===== src/rtl/match_stage_pkg.sv =====
// Shared types, sizes and state encoding for the exact-match lookup stage.
// Every other file of the block imports this package.
package match_stage_pkg;

  localparam int WORD_WIDTH   = 32;
  localparam int NUM_HEADERS  = 8;
  localparam int NUM_ENTRIES  = 16;
  localparam int ACTION_WIDTH = 8;

  localparam int IDX_W  = $clog2(NUM_ENTRIES);
  localparam int SEL_W  = $clog2(NUM_HEADERS);
  localparam int HDRS_W = WORD_WIDTH * NUM_HEADERS;

  localparam logic TRUE  = 1'b1;
  localparam logic FALSE = 1'b0;

  typedef logic [WORD_WIDTH-1:0]   word_t;
  typedef logic [ACTION_WIDTH-1:0] action_t;
  typedef logic [IDX_W-1:0]        idx_t;
  typedef logic [SEL_W-1:0]        sel_t;
  typedef logic [HDRS_W-1:0]       hdrs_t;

  typedef enum logic [1:0] {
    IDLE = 2'd0,
    SCAN = 2'd1,
    DONE = 2'd2
  } state_t;

  localparam idx_t LAST_IDX = idx_t'(NUM_ENTRIES - 1);

  // Word k of a parsed vector lives at [k*WORD_WIDTH +: WORD_WIDTH].
  function automatic word_t hdr_word(input hdrs_t hdrs, input sel_t sel);
    return hdrs[sel*WORD_WIDTH +: WORD_WIDTH];
  endfunction

endpackage


===== src/rtl/match_stage_if.sv =====
// Data-plane handshakes and control-plane write port of the match stage.
// "slave" is the stage itself; "master" is the parser/action/control side.
interface match_stage_if;
  import match_stage_pkg::*;

  logic    hdrs_valid_i;
  hdrs_t   hdrs_i;
  logic    hdrs_ready_o;

  logic    result_valid_o;
  logic    result_ready_i;
  logic    hit_o;
  action_t action_o;
  idx_t    hit_idx_o;
  hdrs_t   hdrs_o;

  logic    cfg_we_i;
  idx_t    cfg_addr_i;
  word_t   cfg_key_i;
  action_t cfg_action_i;
  logic    cfg_entry_valid_i;
  logic    cfg_sel_we_i;
  sel_t    cfg_sel_i;
  action_t cfg_default_i;

  modport slave (
    input  hdrs_valid_i, hdrs_i, result_ready_i,
    input  cfg_we_i, cfg_addr_i, cfg_key_i, cfg_action_i, cfg_entry_valid_i,
    input  cfg_sel_we_i, cfg_sel_i, cfg_default_i,
    output hdrs_ready_o, result_valid_o, hit_o, action_o, hit_idx_o, hdrs_o
  );

  modport master (
    output hdrs_valid_i, hdrs_i, result_ready_i,
    output cfg_we_i, cfg_addr_i, cfg_key_i, cfg_action_i, cfg_entry_valid_i,
    output cfg_sel_we_i, cfg_sel_i, cfg_default_i,
    input  hdrs_ready_o, result_valid_o, hit_o, action_o, hit_idx_o, hdrs_o
  );

endinterface


===== src/rtl/match_table.sv =====
// Lookup table: NUM_ENTRIES x {valid, key, action}, one write port and one
// indexed combinational read port. Reset clears valid bits only.
module match_table
  import match_stage_pkg::*;
(
  input  logic    clk,
  input  logic    rst,
  input  logic    we,
  input  idx_t    waddr,
  input  word_t   wkey,
  input  action_t waction,
  input  logic    wvalid,
  input  idx_t    raddr,
  output logic    rvalid,
  output word_t   rkey,
  output action_t raction
);

  logic [NUM_ENTRIES-1:0] valid_q;
  word_t                  key_mem    [NUM_ENTRIES];
  action_t                action_mem [NUM_ENTRIES];

  always_ff @(posedge clk or negedge rst) begin
    if (!rst) begin
      valid_q <= '0;
    end else if (we) begin
      valid_q[waddr] <= wvalid;
    end
  end

  // Key/action storage is meaningless while its valid bit is clear, so it is
  // left out of reset.
  always_ff @(posedge clk) begin
    if (we) begin
      key_mem[waddr]    <= wkey;
      action_mem[waddr] <= waction;
    end
  end

  assign rvalid  = valid_q[raddr];
  assign rkey    = key_mem[raddr];
  assign raction = action_mem[raddr];

endmodule


===== src/rtl/match_stage.sv =====
// Exact-match lookup stage: captures a parsed header vector, selects one word
// as the key and scans the table one entry per cycle, lowest index first.
module match_stage
  import match_stage_pkg::*;
(
  input  logic         clk,
  input  logic         rst,
  match_stage_if.slave bus
);

  state_t  state;
  idx_t    scan_idx;
  word_t   key_q;
  sel_t    sel_q;
  action_t default_q;
  hdrs_t   hdrs_q;
  logic    hit_q;
  action_t action_q;
  idx_t    hit_idx_q;

  logic    rd_valid;
  word_t   rd_key;
  action_t rd_action;
  logic    entry_hit;
  logic    accept;

  match_table u_table (
    .clk     (clk),
    .rst     (rst),
    .we      (bus.cfg_we_i),
    .waddr   (bus.cfg_addr_i),
    .wkey    (bus.cfg_key_i),
    .waction (bus.cfg_action_i),
    .wvalid  (bus.cfg_entry_valid_i),
    .raddr   (scan_idx),
    .rvalid  (rd_valid),
    .rkey    (rd_key),
    .raction (rd_action)
  );

  // Ready is held low while reset is asserted even though the state is IDLE.
  assign bus.hdrs_ready_o = (state == IDLE) && rst;
  assign accept           = bus.hdrs_valid_i && bus.hdrs_ready_o;
  assign entry_hit        = rd_valid && (rd_key == key_q);

  always_ff @(posedge clk or negedge rst) begin
    if (!rst) begin
      state     <= IDLE;
      scan_idx  <= '0;
      key_q     <= '0;
      sel_q     <= '0;
      default_q <= '0;
      hdrs_q    <= '0;
      hit_q     <= FALSE;
      action_q  <= '0;
      hit_idx_q <= '0;
    end else begin
      // Selector/default writes land regardless of state; an accept in the
      // same cycle still uses the previous selector.
      if (bus.cfg_sel_we_i) begin
        sel_q     <= bus.cfg_sel_i;
        default_q <= bus.cfg_default_i;
      end
      case (state)
        IDLE: begin
          if (accept) begin
            hdrs_q   <= bus.hdrs_i;
            key_q    <= hdr_word(bus.hdrs_i, sel_q);
            scan_idx <= '0;
            state    <= SCAN;
          end
        end
        SCAN: begin
          if (entry_hit) begin
            hit_q     <= TRUE;
            action_q  <= rd_action;
            hit_idx_q <= scan_idx;
            state     <= DONE;
          end else if (scan_idx == LAST_IDX) begin
            hit_q     <= FALSE;
            action_q  <= default_q;
            hit_idx_q <= '0;
            state     <= DONE;
          end else begin
            scan_idx <= scan_idx + 1'b1;
          end
        end
        DONE: begin
          if (bus.result_ready_i) begin
            state <= IDLE;
          end
        end
        default: state <= IDLE;
      endcase
    end
  end

  assign bus.result_valid_o = (state == DONE);
  assign bus.hit_o          = hit_q;
  assign bus.action_o       = action_q;
  assign bus.hit_idx_o      = hit_idx_q;
  assign bus.hdrs_o         = hdrs_q;

endmodule

===== src/flat_wrapper.sv =====
// flat-port wrapper written by rule: the top's interface ports become plain ports
module match_stage_flat import match_stage_pkg::*;
  (clk, rst, bus_hdrs_valid_i, bus_hdrs_i, bus_result_ready_i, bus_cfg_we_i, bus_cfg_addr_i, bus_cfg_key_i, bus_cfg_action_i, bus_cfg_entry_valid_i, bus_cfg_sel_we_i, bus_cfg_sel_i, bus_cfg_default_i, bus_hdrs_ready_o, bus_result_valid_o, bus_hit_o, bus_action_o, bus_hit_idx_o, bus_hdrs_o);
  match_stage_if bus_i ();
  input  logic clk;
  input  logic rst;
  input wire logic [$bits(bus_i.hdrs_valid_i)-1:0] bus_hdrs_valid_i;
  input wire logic [$bits(bus_i.hdrs_i)-1:0] bus_hdrs_i;
  input wire logic [$bits(bus_i.result_ready_i)-1:0] bus_result_ready_i;
  input wire logic [$bits(bus_i.cfg_we_i)-1:0] bus_cfg_we_i;
  input wire logic [$bits(bus_i.cfg_addr_i)-1:0] bus_cfg_addr_i;
  input wire logic [$bits(bus_i.cfg_key_i)-1:0] bus_cfg_key_i;
  input wire logic [$bits(bus_i.cfg_action_i)-1:0] bus_cfg_action_i;
  input wire logic [$bits(bus_i.cfg_entry_valid_i)-1:0] bus_cfg_entry_valid_i;
  input wire logic [$bits(bus_i.cfg_sel_we_i)-1:0] bus_cfg_sel_we_i;
  input wire logic [$bits(bus_i.cfg_sel_i)-1:0] bus_cfg_sel_i;
  input wire logic [$bits(bus_i.cfg_default_i)-1:0] bus_cfg_default_i;
  output wire logic [$bits(bus_i.hdrs_ready_o)-1:0] bus_hdrs_ready_o;
  output wire logic [$bits(bus_i.result_valid_o)-1:0] bus_result_valid_o;
  output wire logic [$bits(bus_i.hit_o)-1:0] bus_hit_o;
  output wire logic [$bits(bus_i.action_o)-1:0] bus_action_o;
  output wire logic [$bits(bus_i.hit_idx_o)-1:0] bus_hit_idx_o;
  output wire logic [$bits(bus_i.hdrs_o)-1:0] bus_hdrs_o;
  assign bus_i.hdrs_valid_i = bus_hdrs_valid_i;
  assign bus_i.hdrs_i = bus_hdrs_i;
  assign bus_i.result_ready_i = bus_result_ready_i;
  assign bus_i.cfg_we_i = bus_cfg_we_i;
  assign bus_i.cfg_addr_i = bus_cfg_addr_i;
  assign bus_i.cfg_key_i = bus_cfg_key_i;
  assign bus_i.cfg_action_i = bus_cfg_action_i;
  assign bus_i.cfg_entry_valid_i = bus_cfg_entry_valid_i;
  assign bus_i.cfg_sel_we_i = bus_cfg_sel_we_i;
  assign bus_i.cfg_sel_i = bus_cfg_sel_i;
  assign bus_i.cfg_default_i = bus_cfg_default_i;
  assign bus_hdrs_ready_o = bus_i.hdrs_ready_o;
  assign bus_result_valid_o = bus_i.result_valid_o;
  assign bus_hit_o = bus_i.hit_o;
  assign bus_action_o = bus_i.action_o;
  assign bus_hit_idx_o = bus_i.hit_idx_o;
  assign bus_hdrs_o = bus_i.hdrs_o;
  match_stage u_core (.clk(clk), .rst(rst), .bus(bus_i));
endmodule

===== config.mk =====
export PLATFORM = sky130hd
export DESIGN_NAME = match_stage_flat
export DESIGN_NICKNAME = d
export VERILOG_FILES = /design/src/rtl/match_stage_pkg.sv /design/src/rtl/match_stage_if.sv /design/src/rtl/match_table.sv /design/src/rtl/match_stage.sv /design/src/flat_wrapper.sv
export SDC_FILE = /design/constraint.sdc
export NUM_CORES = 1
export LEC_CHECK = 0
export CORE_UTILIZATION = 25
export CTS_BUF_LIST = sky130_fd_sc_hd__clkbuf_2
export DETAILED_ROUTE_END_ITERATION = 12
export DONT_BUFFER_PORTS = 1
export PLACE_DENSITY_LB_ADDON = 0.2
export SLEW_MARGIN = 40
export SYNTH_ARGS = -nofsm -noshare
export SYNTH_HDL_FRONTEND = slang
export SYNTH_SLANG_ARGS = --single-unit

===== constraint.sdc =====
create_clock -name clk -period 6 [get_ports clk]
set_clock_uncertainty 0.15 [all_clocks]
set_input_delay 1.2 -clock clk [delete_from_list [all_inputs] [get_ports clk]]
set_output_delay 1.2 -clock clk [all_outputs]
set_load 0.1 [all_outputs]

==> results of run 1 <==
[power by group]
part	internal (mW)	switching, mW	leakage [nW]
combinational	2.57	2.98	7.25
sequential	8.28	7.41	9.61
clock	2.08	2.98	1.96
[cells in the mapped netlist, types with 11 or more instances]
| cell | n |
|---|---|
| o21ai_0 | 40 |
| edfxtp_1 | 640 |
| dfrtp_1 | 334 |
| nor2_1 | 39 |
| nand2_1 | 825 |
| a221oi_1 | 24 |
| buf_1 | 21 |
| clkbuf_1 | 100 |
| a22oi_1 | 28 |
| xor2_1 | 21 |
| xnor2_1 | 14 |
| mux4_1 | 11 |
| buf_2 | 19 |
| mux2_2 | 28 |
| mux4_2 | 204 |
| mux2i_1 | 94 |
[cell families (layout without fill, tap and decap cells)]
logic type	after synthesis	in the layout	synth area share, %
muxes	337	337	15.65
adders and majority gates	1	1	0.03188
DFF	974	974	70.27
AOI/OAI and AO/OA	135	135	2.468
xor gates and xnor gates	35	35	0.7812
buffers and inverters	158	1062	1.699
other	0	34	0
and+or+nand+nor	917	917	9.100
[stage by stage]
stage	setup WS [ns]	hold slack (ns)	power, mW	instances	instance area (sq um)
after floorplan	0.7061	0.3192	18.62	2557	39240
after global placement	0.6901	0.3376	20.61	4525	41890
after global routing	0.4787	-1.194	27.47	5532	50070
after CTS	0.5749	-1.162	26.59	5518	49970
final	0.7988	-0.8271	26.30	5553	50120
after detailed placement	0.6530	0.3435	20.96	4550	42720
[layout make-up]
cell class              instances  area (sq um)
diodes                         34         85.08
clock buffers                 420          2102
clock inverters                78         432.9
fillers                     15519        105900
inverters                      12         45.04
multi-input cells            1425         11150
flip-flops and latches        974         27920
well taps                    2058          2575
repair buffers                552          5807
[routing by layer]
layer	track usage (%)	wire [um]	up-vias
li1	-	-	11031
met3	5.862	11700	369
met2	28.96	71020	1209
met1	23.00	60940	13456
met4	6.561	4315	22
met5	0.09080	129	-
[worst max path at each step]
| stage | from | to | depth (start not counted) |
|---|---|---|---|
| 3_5_place_dp | u_core.scan_idx[0] | u_core.bus.action_o[0] | 10 |
| 5_1_grt | u_core.scan_idx[1] | u_core.bus.action_o[5] | 11 |
| 3_3_place_gp | u_core.scan_idx[0] | u_core.bus.action_o[0] | 10 |
| 6_report | u_core.scan_idx[1] | u_core.bus.action_o[0] | 11 |
| 4_1_cts | u_core.scan_idx[0] | u_core.bus.action_o[7] | 10 |
| 2_1_floorplan | bus_cfg_addr_i[1] | u_core.u_table.valid_q[0] | 3 |
[critical path, cell delays in order, from the launching register on]
cell     delay [ns]
dfrtp_4        0.80
buf_12         0.41
buf_16         0.36
mux4_2         0.37
a22oi_1        0.21
nand2_1        0.10
xor2_1         0.21
nor4_1         0.58
nand4_1        0.34
or4_1          0.94
mux2i_1        0.22
o22a_1         0.21
[flip-flops by register name, indices dropped and copies added, names as in the netlist, 3 cells and up]
name / flops
u_core.bus.hdrs_o: 256
u_core.u_table.valid_q: 16
u_core.bus.hit_idx_o: 4
u_core.u_table.key_mem: 512
u_core.u_table.action_mem: 128
u_core.scan_idx: 4
u_core.key_q: 32
u_core.sel_q: 3
u_core.default_q: 8
u_core.bus.action_o: 8
[cells in the final DEF, fill, tap and decap left out, drive strengths merged, types with 3 or more instances in the layout]
cell type    instances
nand2              825
nand3                6
buf                 83
clkbuf             420
a221oi              24
nand4                4
nor2                39
o22a                 8
or3                  3
nor4                 3
mux4               215
diode               34
mux2                28
nor3                 8
nand2b               6
a21o                 3
and2                 8
inv                 14
or4                  3
o21ai               40
bufinv               5
edfxtp             640
xnor2               14
dlygate4sd3        469
o22ai                3
clkinv              71
a21oi                8
mux2i               94
dfrtp              334
nor2b                7
o2bb2ai              4
a22oi               28
xor2                21
==> qor.yml, run 1 <==
finalSetupTns_ns: 0
netlist_area_sq_mm: 0.03924
violations: "hold timing"
postCtsSetupBuffers: 0
ff2ff_setup_slack_ns: 0.80
initial_core_util_pct: 25.15
cts_resized: 0
synth_nets: 2876
clk_pin_slew_worst_paths_ns: 0.11
cts_buffer_depth: 4
grt_pass1_vias: 26859
cp-start-kind: "register"
fmaxAchievable_mhz: 192.3
synthTopCellsByArea: "edfxtp_1 49%, dfrtp_1 21%, mux4_2 12%, nand2_1 7.9%, mux2i_1 2.4%"
power.leakage_nw: 18.81
cts_hold_buffers: 470
period_share_pct: 86.69
die_w_um: 398.2
clock-root-buffer: "clkbuf_2"
grt_pass1_wl_um: 203100
ys_seq_area_share_pct: 70.27
maxSlewHeadroom_pct: 17.79
r2r_start: "u_core.scan_idx[1]"
core_sq_mm: 0.1560
routed_wl_um: 148100
syn_inst: 2557
finalHoldViolCount: 334
cts_buffers: 291
crit_type: "register to register"
nets: 3575
antenna_found_initial: 37
maxCapViolCount: 0
peakVddDrop_v: 0.0004182
wl_per_cell_um: 26.67
syn_area_per_cell_sq_um: 15.35
cp.required_ns: 7.34
drive_gt1_share_pct: 30.14
yosys_most_used_dff: "edfxtp_1"
fin_util_pct: 32.12
cts_tree: "built"
r2r_end: "u_core.bus.action_o[0]"
synth_edf_count: 640
areaGrowthSynthToFinish_pct: 27.72
place_hpwl_um: 96160
hold_class: "input port to asynchronous set/reset pin"
overflow: 0
yosysTopAreaCellShare_pct: 48.97
final_max_slew_viol_count: 0
dr.pass1.iters: 9
ys_types: 55
async_flop_share_pct: 34.29
drtAntennaViolNets: 0
cts.sinks: 974
gp_congestion: 0.9308
drt_iter0_markers: 2303
rows: 145
drc: 0
cp_max_fo: 68
status: "finished, violations left"
ys_warn_count: 0
p_per_area_mw_per_mm2: 524.7
ff2ff_path_depth: 11
io_buffers: 0
track_usage_pct: 18.17
yosysTopAreaCell: "edfxtp_1"
crit_arrival_ns: 6.54
yosys_register_bits: 974
insertion_delay_ns: 1.63
final.min_clock_period_ns: 5.201
die-height_um: 398.2
rsz0062_at_grt: "false"
io_pins: 589
vias: 26087
viasPerCell: 4.698
die_area_sq_mm: 0.1586
whs_ns: -0.8271
cp-end-kind: "register"
htree_levels: 5
worst_pin_slew_ns: 1.233
grt_max_degree: 336
finalSetupViolCount: 0
Note: power is estimated with default switching activity, not from simulation.
==> run 2, diff against run 1 <==
- SETUP_SLACK_MARGIN: unset -> 0.1
- SLEW_MARGIN: 40 -> 15
==> run 2 against run 1 <==
- the flow still finishes with violations (hold timing)
- critical path type unchanged
- core utilization down 0.78 points
- clock power decreased by 7.3%
- via count shrank 1.2%
- highest routed layer unchanged
- critical path depth fell by 1
- register-to-register slack better by 0.07 ns
- global-route usage hardly changed
- worst hold slack lost 0.0090 ns
- count of clock-buffer cells in the layout is 27 lower
- die area unchanged
- total power is 2.9% lower
==> qor.yml, run 2 (same netlist as run 1, synthesis figures left out) <==
power.leakage_nw: 18.72  # -0.50%
p_per_area_mw_per_mm2: 522.2  # -0.49%
final_common_cell: "nand2_1"
cts_buffers: 288  # -1.0%
grt_pass1_wl_um: 203300  # about the same
viasPerCell: 4.702  # about the same
final_area_sq_mm: 0.04890  # -2.4%
cp-end-kind: "register"
place_hpwl_um: 94430  # -1.8%
final.min_clock_period_ns: 5.134  # -0.06705 ns
finalSetupTns_ns: 0  # unchanged
gp_congestion: 0.9308  # unchanged
core_sq_mm: 0.1560  # unchanged
htree_levels: 5  # unchanged
hold_class: "input port to asynchronous set/reset pin"
io_buffers: 0  # unchanged
overflow: 0  # unchanged
vias: 25786  # -1.2%
grt_max_degree: 336  # unchanged
cp.buffers_inverters: 1  # -1
final_max_slew_viol_count: 0  # unchanged
worst_pin_slew_ns: 1.185  # -0.04817 ns
n_fill_cell: 15651  # +0.85%
drive_gt1_share_pct: 21.49  # -8.6 points
cts.sinks: 974  # unchanged
period_share_pct: 85.57  # -1.1 points
largest_reg_flops: 512  # unchanged
crit_slowest_cell: "or4_1"
postCtsSetupBuffers: 0  # unchanged
rsz0062_at_grt: "false"
regArea_sq_mm: 0.02759  # -1.2%
cp_slowest_stage_delay_ns: 0.95  # about the same
clock-root-buffer: "clkbuf_2"
routed_wl_um: 148100  # about the same
cp_max_fo: 121  # +78%
drtAntennaViolNets: 0  # unchanged
power_mw: 25.53  # -2.9%
die_w_um: 398.2  # unchanged
largest_register: "u_core.u_table.key_mem"
initial_core_util_pct: 25.15  # unchanged
insertion_delay_ns: 1.61  # -0.02 ns
cts_buffer_depth: 4  # unchanged
die_area_sq_mm: 0.1586  # unchanged
crit_type: "register to register"
peakVddDrop_v: 0.0003542  # -15%
setup_ws_ns: 0.8658  # +0.06705 ns
cts_resized: 0  # unchanged
drt_iter0_markers: 2408  # +4.6%
antenna_found_initial: 40  # +8.1%
io_pins: 589  # unchanged
status: "finished, violations left"
rows: 145  # unchanged
cp.required_ns: 7.30  # -0.04 ns
clk_pin_slew_worst_paths_ns: 0.12  # about the same
cts_tree: "built"
fmaxAchievable_mhz: 194.8  # +1.3%
grt_pass1_vias: 26564  # -1.1%
dr.pass1.iters: 6  # -3
cp_cell_sequence: "buf_12 -> mux4_2 -> a22oi_1 -> nand2_1 -> xor2_1 -> nor4_1 -> nand4_1 -> or4_1 -> mux2i_1 -> o22a_1"
wl_per_cell_um: 27.01  # +1.3%
nets: 3537  # -1.1%
die-height_um: 398.2  # unchanged
violations: "hold timing"
placed_area_sq_mm: 0.04194  # -1.8%
maxCapViolCount: 0  # unchanged
track_usage_pct: 18.20  # +0.032 points
layout_common_cells: "824 x nand2_1, 640 x edfxtp_1, 457 x dlygate4sd3_1, 393 x clkbuf_2, 329 x dfrtp_1"
finalSetupViolCount: 0  # unchanged
maxSlewHeadroom_pct: 21.00  # +3.2 points
ff2ff_path_depth: 10  # -1
multi_input_area_sq_mm: 0.01113  # -0.19%
finalHoldViolCount: 334  # unchanged
areaGrowthSynthToFinish_pct: 24.61
place_ws_ns: 0.6560  # +0.002948 ns
crit_arrival_ns: 6.43  # -0.11 ns
drc: 0  # unchanged
worstSetupPathDepth: 10  # -1
cp-start-kind: "register"
cts_hold_buffers: 459  # -2.3%
crit_family: "simple AND/OR/NAND/NOR gates"
whs_ns: -0.8362  # -0.009015 ns
run 2: worst reg2reg max path, delay by kind of cell, from the launching register on:
kind | cells | cell delay (ns)
simple gates | 4 | 1.97
mux | 2 | 0.90
flops | 1 | 0.78
buf+inv | 1 | 0.62
compound gates | 2 | 0.42
xor+xnor | 1 | 0.21
run 2: layout make-up:
| class | instances | area share (%) |
|---|---|---|
| Antenna cell | 24 | 0.1228 |
| Clock buffer | 393 | 4.022 |
| Clock inverter | 81 | 0.6448 |
| Inverter | 12 | 0.09212 |
| Multi-Input combinational cell | 1425 | 22.76 |
| Sequential cell | 974 | 56.43 |
| Tap cell | 2058 | 5.266 |
| Timing Repair Buffer | 517 | 10.67 |
run 2: power by group:
| part | internal, mW | switching (mW) |
|---|---|---|
| clock | 1.76 | 2.93 |
| sequential | 8.08 | 7.54 |
| combinational | 2.43 | 2.79 |
run 2: worst paths after layout:
kind	from	slack, ns	to
min reg2reg	u_core.u_table.valid_q[10]	0.36	u_core.u_table.valid_q[10]
min	rst	-0.84	u_core.bus.hdrs_o[18]
min in group clk	bus_hdrs_i[0]	0.24	u_core.key_q[0]
max in group asynchronous	rst	5.53	u_core.bus.hdrs_o[187]
max	u_core.scan_idx[1]	0.87	u_core.bus.action_o[2]
max reg2reg	u_core.scan_idx[1]	0.87	u_core.bus.action_o[2]
run 2: through the flow:
stage / utilization, % / cells
floorplan: - / 2557
global placement: 26.85 / 4525
detailed placement: 26.88 / 4527
CTS: 31.30 / 5460
global route: 31.33 / 5476
finish: 31.34 / 5484
run 2: routing by layer:
| layer | GRT usage, % | wire length (um) | vias to the layer above |
|---|---|---|---|
| met5 | 1.029 | 363 | - |
| met4 | 7.150 | 4880 | 32 |
| met3 | 5.486 | 11090 | 414 |
| met2 | 28.73 | 70860 | 1129 |
| met1 | 23.22 | 60920 | 13321 |
| li1 | - | - | 10890 |
